**src/rtl/payload_csum_pkg.sv**
```systemverilog
// Shared types and widths for the payload checksum scheduler.
// Latency: n/a (declarations only).
// Backpressure: n/a.
package payload_csum_pkg;
    localparam int DATA_W    = 64;
    localparam int CSUM_W    = 16;
    localparam int KEEP_W    = 8;
    localparam int TMO_CNT_W = 4;

    typedef enum logic [1:0] {
        IDLE,
        STREAM,
        WAIT_CSUM
    } state_e;
endpackage

```
**src/rtl/rr_arbiter.sv**
```systemverilog
// Round-robin picker: first requesting channel at or after ptr, wrapping.
// Latency: combinational.
// Backpressure: none; caller decides when the grant is taken.
// Ports: req (N_CH) + ptr (CH_W) in; one-hot gnt (N_CH) + gnt_idx (CH_W) out.
module rr_arbiter #(
    parameter int N_CH = 4,
    parameter int CH_W = 2
) (
    input  logic [N_CH-1:0] req,
    input  logic [CH_W-1:0] ptr,
    output logic [N_CH-1:0] gnt,
    output logic [CH_W-1:0] gnt_idx
);
    logic          found;
    logic [CH_W:0] c;

    always_comb begin
        gnt     = '0;
        gnt_idx = '0;
        found   = 1'b0;
        c       = '0;
        for (int off = 0; off < N_CH; off++) begin
            // one extra bit so ptr+off can exceed N_CH-1 before wrapping
            c = {1'b0, ptr} + (CH_W+1)'(off);
            if (c >= (CH_W+1)'(N_CH)) begin
                c = c - (CH_W+1)'(N_CH);
            end
            if (!found && req[c[CH_W-1:0]]) begin
                found               = 1'b1;
                gnt[c[CH_W-1:0]]    = 1'b1;
                gnt_idx             = c[CH_W-1:0];
            end
        end
    end
endmodule

```
**src/rtl/payload_csum_sched.sv**
```systemverilog
// Shares one payload checksum accumulator between N_CH streams, whole frames round-robin.
// Latency: last beat accepted at T -> acc_* at T+1, m_csum_valid at T+4; next frame no earlier than T+5.
// Backpressure: new grant only while the result slot is free; m_csum_* held until m_csum_ready.
// Ports: s_t* per-channel AXI-S style inputs / s_tready; acc_* to/from accumulator; m_csum_* tagged result.
// Optional: PAYLOAD_CSUM_TKEEP_EN adds s_tkeep and zeroes unkept bytes of each frame's last beat.
module payload_csum_sched
    import payload_csum_pkg::*;
#(
    parameter int N_CH    = 4,
    parameter int CH_W    = 2,
    parameter int TMO_CYC = 7
) (
    input  logic                     clk,
    input  logic                     rst,
    input  logic [N_CH*DATA_W-1:0]   s_tdata,
    input  logic [N_CH-1:0]          s_tvalid,
    input  logic [N_CH-1:0]          s_tlast,
`ifdef PAYLOAD_CSUM_TKEEP_EN
    input  logic [N_CH*KEEP_W-1:0]   s_tkeep,
`endif
    output logic [N_CH-1:0]          s_tready,
    output logic [DATA_W-1:0]        acc_data,
    output logic                     acc_data_valid,
    output logic                     acc_last,
    input  logic [CSUM_W-1:0]        acc_crc,
    input  logic                     acc_crc_valid,
    output logic [CSUM_W-1:0]        m_csum,
    output logic [CH_W-1:0]          m_csum_ch,
    output logic                     m_csum_err,
    output logic                     m_csum_valid,
    input  logic                     m_csum_ready
);
    state_e                 state_q, state_d;
    logic [CH_W-1:0]        rr_q, rr_d, gnt_q, gnt_d, arb_idx, rr_next;
    logic [N_CH-1:0]        gnt_oh_q, gnt_oh_d, arb_gnt;
    logic [DATA_W-1:0]      acc_data_q, acc_data_d, beat_dat;
    logic                   acc_data_valid_q, acc_data_valid_d;
    logic                   acc_last_q, acc_last_d;
    logic [CSUM_W-1:0]      m_csum_q, m_csum_d;
    logic [CH_W-1:0]        m_csum_ch_q, m_csum_ch_d;
    logic                   m_csum_err_q, m_csum_err_d;
    logic                   m_csum_valid_q, m_csum_valid_d;
    logic [TMO_CNT_W-1:0]   tmo_q, tmo_d;
    logic                   slot_free, beat_acc;
    logic [DATA_W-1:0]      ch_dat [N_CH];

    rr_arbiter #(.N_CH(N_CH), .CH_W(CH_W)) u_arb (
        .req     (s_tvalid),
        .ptr     (rr_q),
        .gnt     (arb_gnt),
        .gnt_idx (arb_idx)
    );

    always_comb begin
        for (int i = 0; i < N_CH; i++) begin
            ch_dat[i] = s_tdata[i*DATA_W +: DATA_W];
        end
    end

`ifdef PAYLOAD_CSUM_TKEEP_EN
    logic [KEEP_W-1:0] ch_keep [N_CH];

    always_comb begin
        for (int i = 0; i < N_CH; i++) begin
            ch_keep[i] = s_tkeep[i*KEEP_W +: KEEP_W];
        end
    end

    // only the final beat can be partial; earlier beats are always full words
    always_comb begin
        beat_dat = ch_dat[gnt_q];
        if (s_tlast[gnt_q]) begin
            for (int k = 0; k < KEEP_W; k++) begin
                if (!ch_keep[gnt_q][k]) begin
                    beat_dat[k*8 +: 8] = 8'h00;
                end
            end
        end
    end
`else
    assign beat_dat = ch_dat[gnt_q];
`endif

    // ready comes straight from state so it drops the moment STREAM is left
    assign s_tready  = (state_q == STREAM) ? gnt_oh_q : '0;
    assign beat_acc  = (state_q == STREAM) && s_tvalid[gnt_q];
    assign slot_free = !m_csum_valid_q || m_csum_ready;
    assign rr_next   = (gnt_q == CH_W'(N_CH - 1)) ? '0 : gnt_q + 1'b1;

    always_comb begin
        state_d          = state_q;
        rr_d             = rr_q;
        gnt_d            = gnt_q;
        gnt_oh_d         = gnt_oh_q;
        acc_data_d       = acc_data_q;
        acc_data_valid_d = 1'b0;
        acc_last_d       = 1'b0;
        m_csum_d         = m_csum_q;
        m_csum_ch_d      = m_csum_ch_q;
        m_csum_err_d     = m_csum_err_q;
        m_csum_valid_d   = m_csum_valid_q && !m_csum_ready;
        tmo_d            = tmo_q;

        unique case (state_q)
            IDLE: begin
                if ((|s_tvalid) && slot_free) begin
                    gnt_d    = arb_idx;
                    gnt_oh_d = arb_gnt;
                    state_d  = STREAM;
                end
            end
            STREAM: begin
                if (beat_acc) begin
                    acc_data_d       = beat_dat;
                    acc_data_valid_d = 1'b1;
                    acc_last_d       = s_tlast[gnt_q];
                    if (s_tlast[gnt_q]) begin
                        tmo_d   = '0;
                        state_d = WAIT_CSUM;
                    end
                end
            end
            WAIT_CSUM: begin
                // acc_data_valid/acc_last stay low here: covers the accumulator's
                // clear cycle and guarantees a falling edge on acc_last
                if (acc_crc_valid) begin
                    m_csum_d       = acc_crc;
                    m_csum_ch_d    = gnt_q;
                    m_csum_err_d   = 1'b0;
                    m_csum_valid_d = 1'b1;
                    rr_d           = rr_next;
                    tmo_d          = '0;
                    state_d        = IDLE;
                end else if (tmo_q == TMO_CNT_W'(TMO_CYC - 1)) begin
                    m_csum_d       = '0;
                    m_csum_ch_d    = gnt_q;
                    m_csum_err_d   = 1'b1;
                    m_csum_valid_d = 1'b1;
                    rr_d           = rr_next;
                    tmo_d          = '0;
                    state_d        = IDLE;
                end else begin
                    tmo_d = tmo_q + 1'b1;
                end
            end
            default: state_d = IDLE;
        endcase
    end

    always_ff @(posedge clk) begin
        if (rst) begin
            state_q          <= IDLE;
            rr_q             <= '0;
            gnt_q            <= '0;
            gnt_oh_q         <= '0;
            acc_data_q       <= '0;
            acc_data_valid_q <= 1'b0;
            acc_last_q       <= 1'b0;
            m_csum_q         <= '0;
            m_csum_ch_q      <= '0;
            m_csum_err_q     <= 1'b0;
            m_csum_valid_q   <= 1'b0;
            tmo_q            <= '0;
        end else begin
            state_q          <= state_d;
            rr_q             <= rr_d;
            gnt_q            <= gnt_d;
            gnt_oh_q         <= gnt_oh_d;
            acc_data_q       <= acc_data_d;
            acc_data_valid_q <= acc_data_valid_d;
            acc_last_q       <= acc_last_d;
            m_csum_q         <= m_csum_d;
            m_csum_ch_q      <= m_csum_ch_d;
            m_csum_err_q     <= m_csum_err_d;
            m_csum_valid_q   <= m_csum_valid_d;
            tmo_q            <= tmo_d;
        end
    end

    assign acc_data       = acc_data_q;
    assign acc_data_valid = acc_data_valid_q;
    assign acc_last       = acc_last_q;
    assign m_csum         = m_csum_q;
    assign m_csum_ch      = m_csum_ch_q;
    assign m_csum_err     = m_csum_err_q;
    assign m_csum_valid   = m_csum_valid_q;
endmodule
```
**config.mk**
```make
export PLATFORM = sky130hd
export DESIGN_NAME = payload_csum_sched
export DESIGN_NICKNAME = d
export VERILOG_FILES = /design/src/rtl/payload_csum_pkg.sv /design/src/rtl/rr_arbiter.sv /design/src/rtl/payload_csum_sched.sv
export SDC_FILE = /design/constraint.sdc
export NUM_CORES = 1
export LEC_CHECK = 0
export BUFFER_PORTS_ARGS = -buffer_cell sky130_fd_sc_hd__buf_2
export CAP_MARGIN = 5
export CORE_AREA = 2 2 144 146
export DETAILED_ROUTE_END_ITERATION = 8
export DIE_AREA = 0 0 146 148
export HOLD_SLACK_MARGIN = 0.08
export PLACE_DENSITY = 0.6
export SKIP_LAST_GASP = 1
export SLEW_MARGIN = 25
export SYNTH_ARGS = -nofsm -noshare
export SYNTH_HDL_FRONTEND = slang
export SYNTH_SLANG_ARGS = --single-unit
```
**constraint.sdc**
```tcl
create_clock -name clk -period 2.6 [get_ports clk]
set_input_delay 0.52 -clock clk [delete_from_list [all_inputs] [get_ports clk]]
set_output_delay 0.52 -clock clk [all_outputs]
set_load 0.01 [all_outputs]
```
# [Word level (Yosys, flattened, before mapping)]
# Cells that the tools add are included.
[totals] register_bits=100 output_inout_bits=90 inputBits=284
[classes] n_eq_ne=8 reduce_logical=27 addsub=9 magnitude_cmp=14 bitwise=6 muxes=63
[op_table] op="binary-select mux 64 bit (select 2 bit)" n=1
[op_table] op="2-to-1 mux 64 bit" n=2
[op_table] op="2-to-1 mux 2 bit" n=18
[op_table] op="2-to-1 mux 4 bit" n=9
[op_table] op="2-to-1 mux 16 bit" n=2
[op_table] op="2-to-1 mux 1 bit" n=19
[op_table] op="less-than comparator 2 x 3 -> 1 bit (second input constant)" n=5
[op_table] op="binary-select mux 1 bit (select 2 bit)" n=6
[op_table] op=">= comparator 3 bit (second input constant)" n=4
[op_table] op="bitwise OR 4 bit" n=3
[op_table] op="logical AND 1 bit" n=10
[op_table] op="demux 1 bit (select 2 bit)" n=4
[op_table] op=">= comparator 2 x 1 -> 1 bit (second input constant)" n=4
[op_table] op="one-hot mux 4 bit (2 select lines)" n=1
[op_table] op="subtractor 2 x 1 -> 2 bit (second input constant)" n=4
[op_table] op="adder 2 x 2 -> 3 bit (second input constant)" n=2
[op_table] op="one-hot mux 2 bit (3 select lines)" n=1
[op_table] op="AND reduction 2 bit" n=3
[op_table] op="zero test 1 bit" n=5
[op_table] op="adder 4 x 1 -> 4 bit (second input constant)" n=1
[op_table] op="equality test 2 bit (second input constant)" n=2
[op_table] op="equality test 4 x 3 -> 1 bit (second input constant)" n=1
[op_table] op="inequality test 2 bit (second input constant)" n=2
[op_table] op="AND reduction 4 bit" n=1
[op_table] op="15 further kinds" n=17

# [Logic depth before layout (Yosys ltp)]
[depth] depth_word=14 ltp_mapped=8 mapped_depth_nobuf=7

# [By module]
# From an unflattened synthesis, not the netlist that was laid out.
[hier_totals] cells_unflattened=601 hier_area_um2=6264.8
[modules_own_cells] mod="payload_csum_sched" cells_per_inst=555 area_each_um2=5845.6 seq_area_each_um2=2001.9 n_inst=1
[modules_own_cells] mod="rr_arbiter" cells_per_inst=46 area_each_um2=419.2 seq_area_each_um2=0.0 n_inst=1

# [Worst setup path after synthesis]
# Ideal clock, no wire load.
[synth_timing] kind="reg-to-reg" startpoint="reg rr_q[1]" endpoint="reg gnt_q[1]" synth_period_minus_slack_ns=2.468 path_stages_with_launch=9 arrival_time_ns=2.349 required_ns=2.481 path_slack_ns=0.132 path_buffers=1 path_cell_list="dfxtp_1 clkbuf_1 inv_1 ha_1 mux4_2 or2_4 a21oi_1 a221oi_1 o221a_2"
[synth_via] elab_chain_len=14 word_cells_on_any_way=36
[synth_rtl] item="from (decl)" line_no="payload_csum_sched.sv:34" source="logic [CH_W-1:0] rr_q, rr_d, gnt_q, gnt_d, arb_idx, rr_next;"
[synth_rtl] item="from (signal assigned)" line_no="payload_csum_sched.sv:166" source="rr_q <= rr_d;"
[synth_rtl] item="parallel branches: the longest is 13 deep, another holds adder 2 x 1 -> 3 bit"
[synth_rtl] item="2-to-1 mux 2 bit *" line_no="rr_arbiter.sv:28" source="if (!found && req[c[CH_W-1:0]]) begin"
[synth_rtl] item="to (signal assigned)" line_no="payload_csum_sched.sv:167" source="gnt_q <= gnt_d;"
[synth_rtl] item="to (decl)" line_no="payload_csum_sched.sv:34"
# Every way passes the cells marked *. The select of a mux whose other input is x is not followed.
# A chain may end at the register's enable or synchronous reset.

# [Final worst setup path]
[layout_timing] startpoint="reg rr_q[0]" endpoint="reg gnt_q[1]"
# Same word-level chain as after synthesis.

==> impl_metrics.env <==
export IMPL_status="finished clean"
export IMPL_clock_sinks=100
export IMPL_cpMaxStageDelayCell="mux4_2"
export IMPL_crit_path_max_fanout=7
export IMPL_synth_top_area_share_pct=36.1
export IMPL_clock_fmax_mhz=433
export IMPL_synth_edf_count=0
export IMPL_nFillCells=2103
export IMPL_hold_violations=0
export IMPL_hold_slack_ps=409
export IMPL_wl_per_cell_um=16.6
export IMPL_syn_num_nets=841
export IMPL_port_buffers=373
export IMPL_fin_skew_ps=11.0
export IMPL_netlist_instances=549
export IMPL_grt_pass1_wl_um=28800
export IMPL_hold_path_class="in2reg"
export IMPL_die_w_um=146
export IMPL_async_flop_share_pct=0
export IMPL_synth_adder_area_share_pct=1.80
export IMPL_cts_tree="yes"
export IMPL_worst_path_buf_inv=1
export IMPL_clock_path_buffers=2
export IMPL_leakage_nw=3.57
export IMPL_clock_latency_ps=350
export IMPL_tightest_slew_ps=731
export IMPL_core_mm2=0.0200
export IMPL_initial_utilization_pct=27.7
export IMPL_yosys_area_share_simple_pct=14.9
export IMPL_maxCapViolCount=0
export IMPL_placedCellCount=1156
export IMPL_cts_hold_buf=0
export IMPL_hpwl_um=15400
export IMPL_critPathLaunchType="flop"
export IMPL_wl_um=19500
export IMPL_critPathMaxStageDelay_ps=620
export IMPL_synth_top_cell_by_area="dfxtp_1"
export IMPL_synthTopCellsByCount="nand2_1 (139), dfxtp_1 (100), a21oi_1 (69), mux4_2 (68), nor2_1 (32)"
export IMPL_rows=52
export IMPL_path_delay_family="compound AO/OA/AOI/OAI gates"
export IMPL_peakVddDrop_uv=246
export IMPL_drc=0
export IMPL_synth_compound_gate_area_share_pct=11.5
export IMPL_fin_tns_setup_ps=0
export IMPL_mappedNetlistArea_mm2=0.00555
export IMPL_gr_total_overflow=0
export IMPL_synth_cell_types=42
export IMPL_via_per_inst=4.80
export IMPL_num_vias=5626
export IMPL_synth_xor_area_share_pct=0.316
export IMPL_rsz0062_at_grt="no"
export IMPL_firstDrtPassIters=5
export IMPL_post_cts_repair_setup_buffers=0
export IMPL_power_density_mw_per_mm2=550
export IMPL_grt_usage_pct=16.8
export IMPL_io_pins=374
export IMPL_cts_reportedPaths_clkPinSlew_ps=70
export IMPL_period_minus_slack_ps=2310
export IMPL_area_growth_pct=43.1
export IMPL_drt_iter0_markers=275
export IMPL_required_ps=2880
export IMPL_yosysSeqAreaShare_pct=36.1
export IMPL_antenna_found_initial=1
export IMPL_die_y_um=148
export IMPL_report_final_setup_viol=0
export IMPL_synth_most_common_cell="nand2_1"
export IMPL_crit_path_cell_trace="inv_1, ha_1, mux4_2, nor2b_4, o21bai_1, a221oi_1, o221a_2"
export IMPL_slew_headroom_pct=51.3
export IMPL_critPathKind="reg2reg"
export IMPL_cts_made_buffers=9
export IMPL_synth_top_family_by_area="multiplexers"
export IMPL_period_share_pct=88.7
export IMPL_ctsRootBufferMaster="clkbuf_16"
export IMPL_yosys_top_cells_area="dfxtp_1 (36%), mux4_2 (28%), nand2_1 (9.4%), a21oi_1 (6.2%), a22oi_1 (2.3%)"
export IMPL_yosys_register_bits=100
export IMPL_postRouteAntennaNets=0
export IMPL_cp_end_kind="flop"
export IMPL_avgSynthCellArea_um2=10.1
export IMPL_yosys_warnings=0
export IMPL_grt_max_degree=50
export IMPL_place_ws_ps=338
export IMPL_final_cells=1173
export IMPL_synthMuxAreaShare_pct=30.8
export IMPL_synthFlopType="dfxtp_1"
export IMPL_place_congestion=0.847
export IMPL_drive_above_1_share_pct=54.0
export IMPL_drv_slew=0
export IMPL_die_area_mm2=0.0216
export IMPL_fin_nets=1189
export IMPL_htree_levels=3
export IMPL_cts_resized=0
export IMPL_first_global_vias=5243
export IMPL_critPathArrivalTime_ps=2590
export IMPL_fin_ws_ps=293
[registers in the layout (all words and copies together) (netlist names)]
register and flops:
m_csum_ch 2, state_q 2, tmo_q 4, gnt_q 2
acc_data 64, rr_q 2, acc_last 1, m_csum_err 1
gnt_oh_q 4, acc_data_valid 1, m_csum 16, m_csum_valid 1
[layout make-up]
| class | count | area, um2 | area share [%] |
|---|---|---|---|
| sequential | 100 | 2010 | 25.3 |
| timing repair buffer | 386 | 1980 | 24.9 |
| inverter | 6 | 22.5 | 0.284 |
| clock buffer | 11 | 243 | 3.06 |
| tap | 270 | 338 | 4.26 |
| clock inverter | 5 | 35.0 | 0.441 |
| multi-input combinational | 394 | 3310 | 41.7 |
| antenna | 1 | 2.50 | 0.0315 |
[per-layer routing]
layer / vias to the layer above / global-route usage [%] / routed length (um)
met5: - / 0 / 0
met4: 0 / 6.41 / 363
met3: 21 / 3.89 / 1620
met2: 277 / 27.0 / 9200
met1: 2648 / 22.2 / 8320
li1: 2680 / - / -
[through the flow]
step / total power [mW] / cell area [um2] / util (%)
3_3_place_gp: 3.11 / 7650 / 38.2
5_1_grt: 4.61 / 7940 / 39.6
3_5_place_dp: 3.13 / 7650 / 38.2
2_1_floorplan: 2.62 / 5550 / -
4_1_cts: 4.43 / 7930 / 39.6
6_report: 4.36 / 7940 / 39.6
[cells by family (layout without fill, tap and decap cells)]
group / count (synthesis) / in the layout
DFF: 100 / 100
muxes: 82 / 82
xor gates and xnor gates: 2 / 2
buffers and inverters: 55 / 408
other: 0 / 1
AOI/OAI and AO/OA: 106 / 106
adders and majority gates: 8 / 8
and+or+nand+nor: 196 / 196
[cells in the final DEF, fill, tap and decap left out, types with 4 or more instances in the layout]
| cell type | instances |
|---|---|
| nor2_1 | 32 |
| clkbuf_16 | 9 |
| nand2_1 | 138 |
| inv_1 | 6 |
| dfxtp_1 | 98 |
| a22oi_1 | 17 |
| and2_1 | 5 |
| nor2b_1 | 5 |
| a22o_2 | 4 |
| a21oi_1 | 69 |
| a311oi_1 | 4 |
| buf_4 | 13 |
| ha_1 | 8 |
| mux2i_1 | 10 |
| mux4_2 | 68 |
| buf_2 | 372 |
[final timing paths]
path	endpoint	start	cells past startpoint	slack, ps
max	gnt_q[1]	rr_q[0]	7	290
min	m_csum[14]	acc_crc[14]	3	410
max reg2reg	gnt_q[1]	rr_q[0]	7	290
min reg2reg	acc_data[48]	acc_data[48]	2	450
[tightest hold or removal path, cell delays in order]
cell     delay, ps
buf_2           70
a22oi_1         50
nor2_1          70
[power breakdown]
group | internal [mW] | total, mW | switching (mW)
combinational | 0.687 | 1.35 | 0.665
clock | 0.680 | 1.29 | 0.606
sequential | 1.66 | 1.73 | 0.0661
Note: power is estimated with default switching activity, not from simulation.
